==> config.mk <==
export PLATFORM = sky130hd
export DESIGN_NAME = mem_port_arbiter
export DESIGN_NICKNAME = d
export VERILOG_FILES = /design/src/rtl/cpu_pkg.sv /design/src/rtl/arb_starve_counter.sv /design/src/rtl/mem_port_arbiter.sv
export SDC_FILE = /design/constraint.sdc
export NUM_CORES = 1
export LEC_CHECK = 0
export BUFFER_PORTS_ARGS = -buffer_cell sky130_fd_sc_hd__clkbuf_2
export CORE_MARGIN = 10
export CORE_UTILIZATION = 27
export CTS_CLUSTER_SIZE = 30
export DETAILED_ROUTE_END_ITERATION = 8
export GPL_ROUTABILITY_DRIVEN = 0
export PLACE_DENSITY = 0.9
export SYNTH_ARGS = -nofsm -noshare
export SYNTH_HDL_FRONTEND = slang
export SYNTH_HIERARCHICAL = 1
export SYNTH_SLANG_ARGS = --single-unit
==> constraint.sdc <==
create_clock -name clk -period 1.4 [get_ports clk]
set_input_delay 0.14 -clock clk [delete_from_list [all_inputs] [get_ports clk]]
set_output_delay 0.14 -clock clk [all_outputs]
set_load 0.01 [all_outputs]
==> src/rtl/cpu_pkg.sv <==
// Shared CPU types: memory response owner and bus widths.
package cpu_pkg;

   localparam int CPU_AWIDTH = 16;
   localparam int CPU_DWIDTH = 16;

   typedef enum logic [1:0] {
      OWNER_NONE  = 2'd0,
      OWNER_FETCH = 2'd1,
      OWNER_DATA  = 2'd2
   } mem_owner_t;

endpackage

==> src/rtl/arb_starve_counter.sv <==
// Saturating count of data grants won while fetch waits.
// Raises force_fetch once the count reaches LIMIT.
module arb_starve_counter #(
   parameter int LIMIT = 4
) (
   input  logic clk,
   input  logic rst,
   input  logic i_req,
   input  logic i_gnt,
   input  logic d_gnt,
   output logic force_fetch
);

   localparam int CW = $clog2(LIMIT + 1);
   localparam logic [CW-1:0] MAX = CW'(LIMIT);

   logic [CW-1:0] cnt;

   always_ff @(posedge clk or posedge rst) begin
      if (rst) begin
         cnt <= '0;
      end else if (!i_req || i_gnt) begin
         cnt <= '0;
      end else if (d_gnt && (cnt != MAX)) begin
         cnt <= cnt + 1'b1;
      end
   end

   assign force_fetch = i_req && (cnt == MAX);

endmodule

==> src/rtl/mem_port_arbiter.sv <==
// Fetch/data arbiter for a single-port memory with response routing.
// Define MEM_ARB_FAIRNESS_EN to bound fetch starvation.
module mem_port_arbiter
   import cpu_pkg::*;
#(
   parameter int AWIDTH       = CPU_AWIDTH,
   parameter int DWIDTH       = CPU_DWIDTH,
   parameter int STARVE_LIMIT = 4
) (
   input  logic              clk,
   input  logic              rst,
   input  logic              i_req,
   input  logic [AWIDTH-1:0] i_addr,
   output logic              i_gnt,
   output logic              i_rvalid,
   output logic [DWIDTH-1:0] i_rdata,
   input  logic              d_req,
   input  logic              d_we,
   input  logic [AWIDTH-1:0] d_addr,
   input  logic [DWIDTH-1:0] d_wdata,
   output logic              d_gnt,
   output logic              d_rvalid,
   output logic [DWIDTH-1:0] d_rdata,
   output logic              mem_en,
   output logic              mem_we,
   output logic [AWIDTH-1:0] mem_addr,
   output logic [DWIDTH-1:0] mem_wdata,
   input  logic [DWIDTH-1:0] mem_rdata
);

   mem_owner_t rsp_owner;
   mem_owner_t rsp_next;
   logic       force_fetch;

`ifdef MEM_ARB_FAIRNESS_EN
   arb_starve_counter #(
      .LIMIT(STARVE_LIMIT)
   ) u_starve (
      .clk        (clk),
      .rst        (rst),
      .i_req      (i_req),
      .i_gnt      (i_gnt),
      .d_gnt      (d_gnt),
      .force_fetch(force_fetch)
   );
`else
   assign force_fetch = 1'b0;
`endif

   assign d_gnt = !rst && d_req && !force_fetch;
   assign i_gnt = !rst && i_req && (!d_req || force_fetch);

   assign mem_en    = i_gnt | d_gnt;
   assign mem_we    = d_gnt & d_we;
   assign mem_addr  = d_gnt ? d_addr : i_addr;
   assign mem_wdata = d_wdata;

   always_comb begin
      rsp_next = OWNER_NONE;
      unique case (1'b1)
         i_gnt:          rsp_next = OWNER_FETCH;
         d_gnt && !d_we: rsp_next = OWNER_DATA;
         default:        rsp_next = OWNER_NONE;
      endcase
   end

   always_ff @(posedge clk or posedge rst) begin
      if (rst) begin
         rsp_owner <= OWNER_NONE;
      end else begin
         rsp_owner <= rsp_next;
      end
   end

   assign i_rvalid = (rsp_owner == OWNER_FETCH);
   assign d_rvalid = (rsp_owner == OWNER_DATA);
   assign i_rdata  = mem_rdata;
   assign d_rdata  = mem_rdata;

endmodule

# After elaboration in Yosys (flattened, before gate mapping)
# Index checks and enable logic that the tools add are counted.
[classes] add_sub_neg=0 multipliers=0 n_div=0 n_lt_le_gt_ge=0 n_eq_ne=2 shift=0 n_mux=2 n_bitwise=2 n_reduce_logical=7
[ops] op="two-way mux 16 bit" n=1
[ops] op="logical AND 1 bit" n=4
[ops] op="case mux 2 bit (2 select lines)" n=1
[ops] op="zero test 1 bit" n=3
[ops] op="equality test 2 x 1 -> 1 bit, second input constant" n=1
[ops] op="equality test 2 bit, second input constant" n=1
[ops] op="AND 1 bit" n=1
[ops] op="bitwise OR 1 bit" n=1
[word_totals] reg_bits=2 latch_bits=0 mem_bits_rw=0 rom_bits=0 output_inout_bits=70 elab_cells=14 memories=0

# Logic depth before layout (Yosys ltp)
# Gate-level depths: netlist (run 1).
[logic_depth] ltp_word=4 mapped_depth=4 mapped_depth_nobuf=2

# Worst setup path after synthesis (run 1)
# OpenSTA, ideal clock, no wires.
[synth_timing] path_kind="input to output" startpoint="input rst" endpoint="output mem_addr[10]" arrival_time_ns=0.854 required_time_ns=1.260 path_slack_ns=0.406 stages=4 path_cell_list="nand2b_1 -> buf_6 -> buf_12 -> mux2_4"
[synth_between] elab_chain_cells=3
[synth_lines] element="start: declaration" line="mem_port_arbiter.sv:11" rtl="input logic rst,"
[synth_lines] element="zero test 1 bit (no line)"
[synth_lines] element="logical AND 1 bit" line="mem_port_arbiter.sv:50" rtl="assign d_gnt = !rst && d_req && !force_fetch;"
[synth_lines] element="two-way mux 16 bit" line="mem_port_arbiter.sv:55" rtl="assign mem_addr = d_gnt ? d_addr : i_addr;"
[synth_lines] element="end: declaration" line="mem_port_arbiter.sv:26" rtl="output logic [AWIDTH-1:0] mem_addr,"
# No other way between the ends.

# Final worst setup path (run 1)
[layout_timing] startpoint="input rst" endpoint="output mem_we"
[layout_between] elab_chain_cells=3
[layout_lines] element="zero test 1 bit (no line)"
[layout_lines] element="logical AND 1 bit" line="mem_port_arbiter.sv:50"
[layout_lines] element="AND 1 bit" line="mem_port_arbiter.sv:54" rtl="assign mem_we = d_gnt & d_we;"
[layout_lines] element="end: declaration" line="mem_port_arbiter.sv:25" rtl="output logic mem_we,"
# No other way between the ends.

==> metrics.txt, run 1 <==
pins over their slew limit 0; Die H 71.3 µm; Clock Sink Count 2; Rows 18; Synth Net Count 148; clock buffer depth 2; WL per Instance 19.0 µm; CP Launch Type input pin; Comb pwr share 0.525; Root Driver clkbuf_4; Yosys top cell by area buf_4; largest net degree at the start of global routing 11; multi-input logic area 262 µm²; Crit Path Class input pin to output port; number of global-route vias before repair 632; sequential cell area fraction in the yosys report 0.0704; Synth Warn # 6; Synth Register Bits 2; die width 71.3 µm; synth cell count leaders buf_4, mux2_2, mux2_4; P&R area growth vs syn -2.29%; Mapped Cells 79; final setup violation count 0; Max Cap Viol 0; GRT Util Overall 0.0832; Hold Path Class input pin to flop; largest register by flop count rsp_owner; Hold Vio Cnt, Final 0; share of cells above drive strength 1 0.860; Clk pwr share 0.318; crit-path max cell delay 570 ps; Final Cycle Share 0.936; Top FF cell, synth dfrtp_1; top-count cell post-synth buf_4; slowest CP cell dlygate4sd3_1; most frequent CP cell clkbuf_2; Critical Path, Cell by Cell clkbuf_2 -> dlygate4sd3_1 -> inv_2 -> and3_1 -> clkbuf_2; max reg flops 2; core area 0.00250 mm²; Filler cells 278; P per Cell Area 562 mW/mm²; die area 0.00508 mm²; total gr overflow 0; Post-synth EDFFs 0; Port Buf Inserts 58; status completed; Setup crit end kind output port; worst path buffer plus inverter count 4; final wirelength 2.34 mm; DP HPWL 2.19 mm; peak supply drop 237 µV; register area 50.0 µm²; dpl cells 119; fin cells 123; Internal 272 µW; TritonCTS clock tree done; H-tree depth 1; Period minus WS final 1310 ps; leak pwr 0.436 nW; DR vias/cell 4.34; Peak Freq 764 MHz; biggest regs rsp_owner (2); RSZ-0062 raised after global routing false; Final ANT Viol Nets 0; ys async rst share 1.00; CP delay by family, top buffers and inverters; sequential share of power 0.157; initial antenna violation count 0; worst-path fanout max 5; synthesized area per cell 9.00 µm²; cell area after synthesis 711 µm²; drt initial violations 2; Initial Util 0.284; synth unique cells 12; total CTS buffers 3; top cells by area, synth buf_4, mux2_4, mux2_2, dfrtp_1, buf_12; fin nets 164; switch share 0.302; Antenna Cells 0; fin util 0.278; Worst Path Required 1260 ps; Clk pin slew, worst setup/hold paths 30 ps; Sw Pwr 118 µW; IO Pins 139; CP arrival 1170 ps; Vias 534; drt drc 0; Worst slew margin 0.879; Final TNS setup 0 ps; Yosys top cell area share 0.507; global-route wire length before repair 3.29 mm; drt pass-1 iters 3; Worst Tran Pin Value 181 ps
per-layer routing:
layer  track usage  wire [µm]  part of all wire  vias to the layer above
met1        0.0475        557              0.24                      216
li1              -          -                 -                      235
met5             0          0                 0                        -
met2         0.145       1100              0.47                       61
met4        0.0688        143             0.061                        0
met3        0.0799        537              0.23                       22
power groups by stage:
stage,registers [mW],clock network [mW],logic [mW]
5_1_grt,0.0614,0.138,0.223
6_report,0.0613,0.124,0.205
4_1_cts,0.0613,0.130,0.209
3_3_place_gp,0.0619,0,0.202
2_1_floorplan,0.0618,0,0.246
3_5_place_dp,0.0619,0,0.207
cell families after synthesis:
group / Yosys count / share of synthesized area
buffers and inverters: 52 / 0.562
DFF: 2 / 0.0704
muxes: 16 / 0.296
and+or+nand+nor: 9 / 0.0722
cells in the final DEF (no fill, tap or decap), drive strengths merged:
cell type	n
and3	1
mux2	16
nor2b	2
clkbuf	61
nor2	3
dlygate4sd3	1
buf	2
inv	2
dfrtp	2
nor3b	2
nand2b	1
stage by stage:
step | setup WS (ps) | area (µm²) | hold slack, ps | power (mW)
after CTS | 65.0 | 694 | 80.9 | 0.401
after detailed placement | 184 | 662 | 33.8 | 0.268
after global placement | 184 | 662 | 25.7 | 0.263
after global routing | 4.64 | 694 | 86.1 | 0.422
after floorplan | 406 | 711 | -114 | 0.308
final | 90.3 | 694 | 86.9 | 0.390
final timing paths:
check                      startpoint           end  slack (ps)  cells past startpoint
max in group asynchronous         rst  rsp_owner[1]         940                      3
min in group asynchronous         rst  rsp_owner[0]         360                      3
max                               rst        mem_we          90                      5
min                              d_we  rsp_owner[1]          90                      2
what timing repair did:
item | CTS | global route
hold buffers | 1 | 0
setup endpoints to repair | 0 | 1
endpoints found under the hold margin | 2 | 0
resized for setup | 0 | 1
buffers inserted | 0 | 0
layout make-up:
cell class              count  area share
clock buffers               3      0.0324
inverters                   2      0.0108
multi-input cells          25       0.377
flip-flops and latches      2      0.0721
well taps                  30      0.0541
repair buffers             61       0.454
(Power assumes the default switching activity.)
==> inputs of run 2 (changes only) <==
Settings changed: BUFFER_PORTS_ARGS -buffer_cell sky130_fd_sc_hd__clkbuf_2 to unset, CORE_UTILIZATION 27 to 50, DONT_BUFFER_PORTS set to 1, PLACE_DENSITY 0.9 to 0.69.
==> run 2 against run 1 <==
  * Worst setup slack better by 150 ps
  * Final area decreased by 41%
  * Routed wire length fell by 26%
  * Flip-flop and latch count stayed put
  * Power is 22% lower
  * Critical path depth is 2 lower
  * Maximum frequency increased by 13%
  * Clock power about the same
  * Sequential power barely moved
  * Non-clock buffer count down 57
  * Via count fell by 37%
  * Clock-buffer cell count unchanged
  * Critical endpoint unchanged
  * Highest routed layer unchanged
==> metrics.txt, run 2 (same netlist as run 1, synthesis figures left out) <==
status completed; Comb pwr share 0.390; Die H 57.7 µm; pins over their slew limit 0; Worst Path Required 1260 ps; Resized cells post-CTS 0; Initial Util 0.539; largest register by flop count rsp_owner; drt pass-1 iters 4; final setup violation count 0; DR vias/cell 6.65; Setup crit end kind output port; WL per Instance 33.9 µm; RSZ-0062 raised after global routing false; Filler cells 143; Max Cap Viol 0; leak pwr 0.204 nW; GRT Util Overall 0.0853; WHS Endpoint rsp_owner[0]; Final ANT Viol Nets 0; global-route wire length before repair 2.33 mm; sequential share of power 0.202; Clk pwr share 0.409; drt drc 0; switch share 0.287; hold-fix buffers at CTS 3; Antenna Cells 0; Hold Path Class input pin to flop; P per Cell Area 741 mW/mm²; share of cells above drive strength 1 0.556; TritonCTS clock tree done; worst-path fanout max 4; Peak Freq 864 MHz; fin nets 107; Final TNS setup 0 ps; Clock Sink Count 2; CP Launch Type input pin; IO Pins 139; drt initial violations 6; initial antenna violation count 0; Vias 339; clock buffer depth 2; Hold Vio Cnt, Final 0; core area 0.00132 mm²; Crit Path Class input pin to output port; Clk pin slew, worst setup/hold paths 30 ps; peak supply drop 241 µV; Worst slew margin 0.720; Post-CTS Setup Bufs 0; Period minus WS final 1160 ps; hold depth 1; Sw Pwr 87.3 µW; fin util 0.311; Internal 217 µW; Rows 13; die width 57.7 µm; Port Buf Inserts 0; biggest regs rsp_owner (2); total CTS buffers 3; number of global-route vias before repair 418; die area 0.00333 mm²; max reg flops 2; Worst Tran Pin Value 420 ps; Root Driver clkbuf_4; CP arrival 1020 ps; Hold Startpoint i_req; largest net degree at the start of global routing 19; Fin Hold WS 77.4 ps; Final Cycle Share 0.826; total gr overflow 0; H-tree depth 1; most frequent cells in the layout mux2_4, mux2_2, nor2_1, clkbuf_4, dlygate4sd3_1; P&R area growth vs syn -42.3%; final wirelength 1.73 mm
==> run 2: power groups by stage <==
stage | registers (mW) | clock network (mW) | logic, mW
6_report | 0.0613 | 0.124 | 0.118
5_1_grt | 0.0616 | 0.139 | 0.127
4_1_cts | 0.0613 | 0.136 | 0.122
3_5_place_dp | 0.0620 | 0 | 0.115
3_3_place_gp | 0.0618 | 0 | 0.114
2_1_floorplan | 0.0618 | 0 | 0.246
==> run 2: metal layers <==
| layer | global-route usage | up-vias | share of wire |
|---|---|---|---|
| met1 | 0.0558 | 141 | 0.27 |
| met2 | 0.129 | 68 | 0.43 |
| li1 | - | 119 | - |
| met4 | 0.0671 | 0 | 0.032 |
| met5 | 0 | - | 0 |
| met3 | 0.100 | 11 | 0.27 |
==> run 2: final cells by class <==
type	count	area (µm²)	area share
Multi-Input combinational cell	25	262	0.637
Sequential cell	2	50.0	0.122
Timing Repair Buffer	4	50.0	0.122
Clock buffer	3	22.5	0.0549
Tap cell	15	18.8	0.0457
Inverter	2	7.51	0.0183
==> run 2: worst max path at each step <==
stage               from           end  slack, ps  cells past startpoint
global placement     rst  mem_addr[13]        430                      3
floorplan            rst  mem_addr[10]        410                      4
CTS                  rst        mem_we        230                      3
finish               rst        mem_we        240                      3
global route         rst        mem_we        200                      3
detailed placement   rst  mem_addr[14]        420                      3
==> run 2: worst max-delay path, cell delays in order <==
cell	delay, ps
dlygate4sd3_1	560
inv_1	110
and3_1	210
==> run 2: stage by stage <==
step	area, µm²	cells	power [mW]	setup WS, ps
2_1_floorplan	711	79	0.308	406
3_3_place_gp	358	45	0.176	427
3_5_place_dp	358	45	0.177	416
4_1_cts	410	51	0.319	234
5_1_grt	410	51	0.328	202
6_report	410	51	0.304	243
